==> config.mk <==
export PLATFORM = sky130hd
export DESIGN_NAME = half_duplex_port_flat
export DESIGN_NICKNAME = d
export VERILOG_FILES = /design/src/rtl/ix_pkg.sv /design/src/rtl/half_duplex_port_if.sv /design/src/rtl/hdp_phase_counter.sv /design/src/rtl/half_duplex_port.sv /design/src/flat_wrapper.sv
export SDC_FILE = /design/constraint.sdc
export NUM_CORES = 1
export LEC_CHECK = 0
export ABC_CLOCK_PERIOD_IN_PS = 3300
export BUFFER_PORTS_ARGS = -buffer_cell sky130_fd_sc_hd__buf_2
export CORE_MARGIN = 10
export CORE_UTILIZATION = 45
export DETAILED_ROUTE_END_ITERATION = 6
export HOLD_SLACK_MARGIN = 0.12
export PLACE_DENSITY_LB_ADDON = 0.15
export RECOVER_POWER = 100
export SLEW_MARGIN = 40
export SYNTH_ARGS = -nofsm -noshare
export SYNTH_HDL_FRONTEND = slang
export SYNTH_SLANG_ARGS = --single-unit
export TNS_END_PERCENT = 50
==> constraint.sdc <==
create_clock -name clk -period 3.3 [get_ports clk]
set_input_delay 0.66 -clock clk [delete_from_list [all_inputs] [get_ports clk]]
set_output_delay 0.66 -clock clk [all_outputs]
set_load 0.01 [all_outputs]
==> src/rtl/ix_pkg.sv <==
// Shared types and constants for the half-duplex port and its helpers.
package ix_pkg;

    typedef enum logic [1:0] {
        HDP_IDLE  = 2'd0,
        HDP_TURN  = 2'd1,
        HDP_DRIVE = 2'd2,
        HDP_SENSE = 2'd3
    } hdp_state_t;

    // Same encoding as the switch benches: 0 = left-to-right (we drive), 1 = right-to-left.
    localparam logic HDP_DIR_TX = 1'b0;
    localparam logic HDP_DIR_RX = 1'b1;

    function automatic int unsigned hdp_cnt_width(input int unsigned turn_cycles,
                                                  input int unsigned settle_cycles);
        int unsigned m;
        m = (turn_cycles > settle_cycles) ? turn_cycles : settle_cycles;
        return (m < 1) ? 1 : $clog2(m + 1);
    endfunction

endpackage

==> src/rtl/half_duplex_port_if.sv <==
// Fabric-side streams plus pad/switch controls of one half-duplex port.
interface half_duplex_port_if #(
    parameter int unsigned W = 1
);
    logic         en;
    logic         dir;
    logic [W-1:0] tx_data;
    logic         tx_valid;
    logic         tx_ready;
    logic [W-1:0] rx_data;
    logic         rx_valid;
    logic [W-1:0] pad_o;
    logic         pad_oe;
    logic [W-1:0] pad_i;
    logic         sw_en;
    logic         busy_turn;

    // Fabric / net side drives the requests and sensed value.
    modport master (
        output en, dir, tx_data, tx_valid, pad_i,
        input  tx_ready, rx_data, rx_valid, pad_o, pad_oe, sw_en, busy_turn
    );

    // The port itself.
    modport slave (
        input  en, dir, tx_data, tx_valid, pad_i,
        output tx_ready, rx_data, rx_valid, pad_o, pad_oe, sw_en, busy_turn
    );
endinterface

==> src/rtl/hdp_phase_counter.sv <==
// Saturating down-counter shared by the turnaround and settle timing.
module hdp_phase_counter #(
    parameter int unsigned CntW = 2
) (
    input  logic            clk,
    input  logic            reset,
    input  logic            load,
    input  logic [CntW-1:0] load_val,
    input  logic            dec,
    output logic            done
);

    logic [CntW-1:0] cnt_q;

    always_ff @(posedge clk or posedge reset) begin
        if (reset) begin
            cnt_q <= '0;
        end else if (load) begin
            cnt_q <= load_val;
        end else if (dec && (cnt_q != '0)) begin
            cnt_q <= cnt_q - 1'b1;
        end
    end

    assign done = (cnt_q == '0);

endmodule

==> src/rtl/half_duplex_port.sv <==
// One end of a switched bidirectional net: sequences IDLE/TURN/DRIVE/SENSE so the
// local driver and the far end are never connected while both could drive.
module half_duplex_port
    import ix_pkg::*;
#(
    parameter int unsigned W             = 1,
    parameter int unsigned TURN_CYCLES   = 2,
    parameter int unsigned SETTLE_CYCLES = 1
) (
    input  logic             clk,
    input  logic             reset,
    half_duplex_port_if.slave bus
);

    localparam int unsigned     CntW       = hdp_cnt_width(TURN_CYCLES, SETTLE_CYCLES);
    localparam logic [CntW-1:0] TurnLoad   = CntW'(TURN_CYCLES - 1);
    localparam logic [CntW-1:0] SettleLoad = CntW'(SETTLE_CYCLES);

    hdp_state_t      state_q;
    logic [W-1:0]    pad_o_q;
    logic            pad_oe_q;
    logic            sw_en_q;
    logic [W-1:0]    rx_data_q;
    logic            rx_valid_q;
    logic            busy_turn_q;

    logic            cnt_load;
    logic            cnt_dec;
    logic [CntW-1:0] cnt_load_val;
    logic            cnt_done;

    logic            exit_drive;
    logic            exit_sense;
    logic            tx_ready;

    assign exit_drive = !bus.en || (bus.dir != HDP_DIR_TX);
    assign exit_sense = !bus.en || (bus.dir != HDP_DIR_RX);
    assign tx_ready   = (state_q == HDP_DRIVE) && bus.en && (bus.dir == HDP_DIR_TX);

    hdp_phase_counter #(
        .CntW (CntW)
    ) u_phase_counter (
        .clk      (clk),
        .reset    (reset),
        .load     (cnt_load),
        .load_val (cnt_load_val),
        .dec      (cnt_dec),
        .done     (cnt_done)
    );

    // Loading TURN_CYCLES-1 makes TURN last exactly TURN_CYCLES cycles incl. the done cycle.
    always_comb begin
        cnt_load     = 1'b0;
        cnt_dec      = 1'b0;
        cnt_load_val = TurnLoad;
        unique case (state_q)
            HDP_IDLE: cnt_load = bus.en;
            HDP_TURN: begin
                if (!cnt_done) begin
                    cnt_dec = 1'b1;
                end else if (bus.en && (bus.dir == HDP_DIR_RX)) begin
                    cnt_load     = 1'b1;
                    cnt_load_val = SettleLoad;
                end
            end
            HDP_DRIVE: cnt_load = exit_drive;
            HDP_SENSE: begin
                if (exit_sense) begin
                    cnt_load = 1'b1;
                end else begin
                    cnt_dec = !cnt_done;
                end
            end
            default: ;
        endcase
    end

    always_ff @(posedge clk or posedge reset) begin
        if (reset) begin
            state_q     <= HDP_IDLE;
            pad_o_q     <= '0;
            pad_oe_q    <= 1'b0;
            sw_en_q     <= 1'b0;
            rx_data_q   <= '0;
            rx_valid_q  <= 1'b0;
            busy_turn_q <= 1'b0;
        end else begin
            rx_valid_q <= 1'b0;
            unique case (state_q)
                HDP_IDLE: begin
                    if (bus.en) begin
                        state_q     <= HDP_TURN;
                        busy_turn_q <= 1'b1;
                    end
                end
                HDP_TURN: begin
                    // en/dir only matter on the final turnaround cycle.
                    if (cnt_done) begin
                        busy_turn_q <= 1'b0;
                        if (!bus.en) begin
                            state_q <= HDP_IDLE;
                        end else if (bus.dir == HDP_DIR_TX) begin
                            state_q  <= HDP_DRIVE;
                            pad_oe_q <= 1'b1;
                            sw_en_q  <= 1'b1;
                        end else begin
                            state_q <= HDP_SENSE;
                            sw_en_q <= 1'b1;
                        end
                    end
                end
                HDP_DRIVE: begin
                    if (exit_drive) begin
                        state_q     <= HDP_TURN;
                        pad_oe_q    <= 1'b0;
                        sw_en_q     <= 1'b0;
                        busy_turn_q <= 1'b1;
                    end else if (bus.tx_valid) begin
                        pad_o_q <= bus.tx_data;
                    end
                end
                HDP_SENSE: begin
                    if (exit_sense) begin
                        state_q     <= HDP_TURN;
                        sw_en_q     <= 1'b0;
                        busy_turn_q <= 1'b1;
                    end else if (cnt_done) begin
                        rx_data_q  <= bus.pad_i;
                        rx_valid_q <= 1'b1;
                    end
                end
                default: state_q <= HDP_IDLE;
            endcase
        end
    end

    assign bus.tx_ready  = tx_ready;
    assign bus.pad_o     = pad_o_q;
    assign bus.pad_oe    = pad_oe_q;
    assign bus.sw_en     = sw_en_q;
    assign bus.rx_data   = rx_data_q;
    assign bus.rx_valid  = rx_valid_q;
    assign bus.busy_turn = busy_turn_q;

    // The switch must be open and the driver off for the whole turnaround.
    a_turn_quiet: assert property (@(posedge clk) disable iff (reset)
        busy_turn_q |-> (!sw_en_q && !pad_oe_q));

    a_oe_only_with_switch: assert property (@(posedge clk) disable iff (reset)
        pad_oe_q |-> (sw_en_q && (state_q == HDP_DRIVE)));

endmodule

==> src/flat_wrapper.sv <==
// flat-port wrapper written by rule: the top's interface ports become plain ports
module half_duplex_port_flat import ix_pkg::*;
#(
    parameter int unsigned W             = 1,
    parameter int unsigned TURN_CYCLES   = 2,
    parameter int unsigned SETTLE_CYCLES = 1
)
  (clk, reset, bus_en, bus_dir, bus_tx_data, bus_tx_valid, bus_pad_i, bus_tx_ready, bus_rx_data, bus_rx_valid, bus_pad_o, bus_pad_oe, bus_sw_en, bus_busy_turn);
  half_duplex_port_if #(.W(W)) bus_i ();
  input  logic clk;
  input  logic reset;
  input wire logic [$bits(bus_i.en)-1:0] bus_en;
  input wire logic [$bits(bus_i.dir)-1:0] bus_dir;
  input wire logic [$bits(bus_i.tx_data)-1:0] bus_tx_data;
  input wire logic [$bits(bus_i.tx_valid)-1:0] bus_tx_valid;
  input wire logic [$bits(bus_i.pad_i)-1:0] bus_pad_i;
  output wire logic [$bits(bus_i.tx_ready)-1:0] bus_tx_ready;
  output wire logic [$bits(bus_i.rx_data)-1:0] bus_rx_data;
  output wire logic [$bits(bus_i.rx_valid)-1:0] bus_rx_valid;
  output wire logic [$bits(bus_i.pad_o)-1:0] bus_pad_o;
  output wire logic [$bits(bus_i.pad_oe)-1:0] bus_pad_oe;
  output wire logic [$bits(bus_i.sw_en)-1:0] bus_sw_en;
  output wire logic [$bits(bus_i.busy_turn)-1:0] bus_busy_turn;
  assign bus_i.en = bus_en;
  assign bus_i.dir = bus_dir;
  assign bus_i.tx_data = bus_tx_data;
  assign bus_i.tx_valid = bus_tx_valid;
  assign bus_i.pad_i = bus_pad_i;
  assign bus_tx_ready = bus_i.tx_ready;
  assign bus_rx_data = bus_i.rx_data;
  assign bus_rx_valid = bus_i.rx_valid;
  assign bus_pad_o = bus_i.pad_o;
  assign bus_pad_oe = bus_i.pad_oe;
  assign bus_sw_en = bus_i.sw_en;
  assign bus_busy_turn = bus_i.busy_turn;
  half_duplex_port #(.W(W), .TURN_CYCLES(TURN_CYCLES), .SETTLE_CYCLES(SETTLE_CYCLES)) u_core (.clk(clk), .reset(reset), .bus(bus_i));
endmodule
After elaboration in Yosys (flattened, before gate mapping)
Cells that the tools add are included.

operators by class
  multiplexer cells = 32
  shift operators = 0
  div/mod/pow operators = 0
  add/subtract/negate cells = 1
  multipliers = 0
  reduce and logical (&&, ||, !) cells = 19
  equal/unequal tests = 9
  bitwise operators = 3
  magnitude comparators = 0

operators by type and width
  kind                                                   count
  2-to-1 mux 1 bit                                       19
  2-to-1 mux 2 bit                                       7
  AND reduction 5 bit                                    2
  case mux 1 bit (4 select lines)                        2
  case mux 2 bit (4 select lines)                        1
  inequality test 2 x 1 -> 1 bit, second input constant  3
  inequality test 2 bit, second input constant           3
  AND reduction 3 bit                                    2
  nonzero test 2 bit                                     3
  equality test 2 bit, second input constant             2
  logical AND 1 bit                                      4
  logical NOT 2 bit                                      2
  case mux 1 bit (2 select lines)                        2
  AND reduction 4 bit                                    1
  NOT 1 bit                                              3
  case mux 1 bit (3 select lines)                        1
  nonzero test 3 bit                                     1
  equality test 2 x 1 -> 1 bit, second input constant    1
  logical NOT 1 bit                                      2
  logical OR 1 bit                                       2
  subtractor 2 x 1 -> 2 bit, second input constant       1

word-level totals
  ROM bits = 0
  memories = 0
  bits of input ports = 7
  latch bits = 0
  flip-flop bits (word level) = 10
  RAM bits = 0

Longest topological paths before layout
  depth after elaboration = 7
  gate-level depth with buffers = 5
  mapped depth without buffers = 5

By module
Synthesis repeated with hierarchy kept, for this count alone.

second synthesis, totals
  cell total of the unflattened synthesis = 60
  area total of the unflattened synthesis = 593.1 µm²

by module, submodules not included
  module             area an instance (µm²)  cells an instance  instances
  half_duplex_port   457.9                   47                 1
  hdp_phase_counter  135.1                   13                 1

Worst setup path after synthesis
Ideal clock, no wire load.

  path type = input to output
  start = input bus_dir
  end = output bus_tx_ready
  data arrival time = 984 ps
  buffers on the path = 0
  cell stages on the path = 1
  required time = 2640 ps
  slack = 1656 ps
  cell sequence = and4bb_2

between the ends
  longest elaborated chain between the ends = 2

RTL lines
  what               line                    text
  start, declared    flat_wrapper.sv:13      input wire logic [$bits(bus_i.dir)-1:0] bus_dir;
  NOT 1 bit          half_duplex_port.sv:38  assign tx_ready = (state_q == HDP_DRIVE) && bus.en && (bus.dir == HDP_DIR_TX);
  logical AND 1 bit  half_duplex_port.sv:38
  end, declared      flat_wrapper.sv:17      output wire logic [$bits(bus_i.tx_ready)-1:0] bus_tx_ready;

No other way between the ends.

Final worst setup path
Same ends and word-level chain as after synthesis.

==> reports/results.tsv <==
metric	value	unit
outcome	complete, no violations	
drtAntennaViolNets	0	
dpl.hpwl	903	um
ys_ff_latch	10	
grt_pass1_wl	1850	um
cp_cell_sequence	clkbuf_1, and4bb_2, clkbuf_1	
setup.worst_path.start_class	input pin	
cts_resized	0	
synth_edf_count	0	
drtPass1Iterations	2	
slew_headroom	72.8	%
p_clk_share	20.2	%
ctsHoldBuffers	0	
top_layer	met4	
p_leak	0.303	nW
wl_met3	58	um
synthArstFlopShare	100	%
first_global_vias	404	
max-cap-violations	0	
cts_setup_buffers	0	
syn_area_per_cell	9.90	um^2
synth_cell_types	29	
core	0.00117	mm^2
path_class	input pin to primary output	
layout-drive-gt1-share	20.5	%
synth_top_cell_by_area	dfrtp_1	
ys_top_cells_by_count	dfrtp_1 (10), o21ai_0 (7), inv_1 (6)	
die_x	56.0	um
hold_slack	0.364	ns
timing.fmax	500	MHz
fin_util	56.5	%
cts_tree	yes	
diodes	0	
wl_per_cell	13.7	um
fin_tns_setup	0	ns
p_total	554	uW
drc	0	
wl	1200	um
slew_violations	0	
num_vias	451	
clk_pin_slew	0.07	ns
wl_met1	543	um
crit_top_cell	clkbuf_1	
pwr-share-seq	40.1	%
min_period	2.00	ns
gp_congestion	0.687	
synthFlopType	dfrtp_1	
cts_made_buffers	3	
placedCellCount	83	
overflow	0	
hold_violations	0	
p_sw_share	38.0	%
yosysMostFrequentCell	dfrtp_1	
setup_viol	0	
cts.sinks	10	
peakVddDrop	356	uV
placed_area	649	um^2
portBuffers	13	
nets	83	
final_cell_count_no_fill	87	
synth_area_leaders	dfrtp_1 (43%), o21ai_0 (6.0%), ha_1 (4.3%), inv_1 (3.9%), a31oi_1 (3.2%)	
cts-root-buf	clkbuf_4	
initial_utilization	49.9	%
crit_path_max_fanout	8	
cp.arrival	1.34	ns
rsz0062_at_grt	no	
cts.path.max_buffers	2	
critical-path-top-delay-family	buffers and inverters	
grt_max_degree	14	
max_slew.worst_pin.slew	0.408	ns
die_y	56.0	um
ioPinCount	14	
yosysSeqAreaShare	42.8	%
synth_cells	59	
yosys_warnings	0	
power_density	837	mW/mm^2
crit_slowest_cell	and4bb_2	
worst-path-buf-inv	2	
worst_setup_path_end_kind	primary output	
skew	0.00235	ns
p_int	344	uW
place_ws	1.37	ns
syn_nets	68	
syn-cell-area	584	um^2
power.switching	210	uW
die_area	0.00314	mm^2
grt_usage	7.10	%
wl_met2	577	um
antenna_found_initial	0	
comb_power_share	39.7	%
postLayoutSetupSlackWorst	1.30	ns
fin_crit_sh	60.6	%
max_stage_delay	0.29	ns
stdcell_area	662	um^2
critPathRequiredTime	2.64	ns
drtIter0Drc	6	
row_count	12	
vias_per_cell	5.18	
cts_max_level	1	
area_growth	13.3	%
worstSkewPairLatency	0.27	ns
synth_top_area_share	42.8	%
hp-class	input pin to asynchronous set/reset pin	
power groups by stage:
stage / clock network [mW] / logic, mW / registers [mW]
finish: 0.112 / 0.220 / 0.222
detailed placement: 0 / 0.247 / 0.222
global route: 0.119 / 0.252 / 0.231
CTS: 0.114 / 0.248 / 0.220
floorplan: 0 / 0.197 / 0.210
global placement: 0 / 0.240 / 0.222
cell type report:
| class | count | area (um^2) |
|---|---|---|
| Inverter | 6 | 22.5 |
| Clock buffer | 4 | 36.3 |
| Timing Repair Buffer | 13 | 55.1 |
| Multi-Input combinational cell | 40 | 280 |
| Tap cell | 14 | 17.5 |
| Sequential cell | 10 | 250 |
| Fill cell | 107 | 509 |
cells in the final DEF, fill, tap and decap left out:
master     synthesis  routed
a21boi_0           1       1
a21boi_2           1       1
a21o_1             1       1
a2bb2oi_1          0       1
a31o_2             1       1
a31oi_1            3       3
a32oi_1            1       1
and2b_2            1       1
and3_1             1       1
and4bb_2           1       1
buf_2              2       5
clkbuf_1           0       8
clkbuf_4           0       3
clkbuf_8           0       1
dfrtp_1           10      10
ha_1               2       2
inv_1              6       6
mux2_2             1       1
mux2_4             1       1
nand2_1            3       4
nand2b_1           2       2
nand3_1            2       2
nand3b_1           1       1
nor2_1             2       2
nor2b_1            1       1
o211ai_1           0       1
o21ai_0            7       7
o31ai_1            1       1
or3_1              2       2
xnor2_1            1       1
cell families after synthesis:
logic type,Yosys count,share of synthesized area [%]
fa+ha+maj,2,4.28
compound gates,18,22.7
flops,10,42.8
buf+inv,9,6.85
mux,2,4.50
simple gates,17,17.3
xor+xnor,1,1.50
per-layer routing:
metal  track usage, %  up-vias
met2             11.0        9
met1             8.51      205
li1                 -      235
met4             3.07        0
met5                0        -
met3             2.51        2
worst paths after layout:
check | startpoint | endpoint | slack (ns) | cells past startpoint
min | reset | u_core.bus.pad_o$_DFFE_PP0P_ | 0.36 | 2
max in group asynchronous | reset | u_core.state_q[0]$_DFFE_PP0P_ | 2.65 | 2
min reg2reg | u_core.bus.pad_o$_DFFE_PP0P_ | u_core.bus.pad_o$_DFFE_PP0P_ | 0.51 | 1
max reg2reg | u_core.u_phase_counter.cnt_q[0]$_DFFE_PP0P_ | u_core.u_phase_counter.cnt_q[1]$_DFFE_PP0P_ | 1.84 | 5
max | bus_dir | bus_tx_ready | 1.30 | 3
min in group clk | u_core.bus.pad_o$_DFFE_PP0P_ | u_core.bus.pad_o$_DFFE_PP0P_ | 0.51 | 1
sequential cells by signal (all words and copies together), names as in the netlist:
signal / flops
u_core.state_q: 2
u_core.u_phase_counter.cnt_q: 2
u_core.bus.busy_turn: 1
u_core.bus.pad_o: 1
u_core.bus.pad_oe: 1
u_core.bus.rx_data: 1
u_core.bus.rx_valid: 1
u_core.bus.sw_en: 1
No activity file was read; power rests on OpenSTA's default activity.
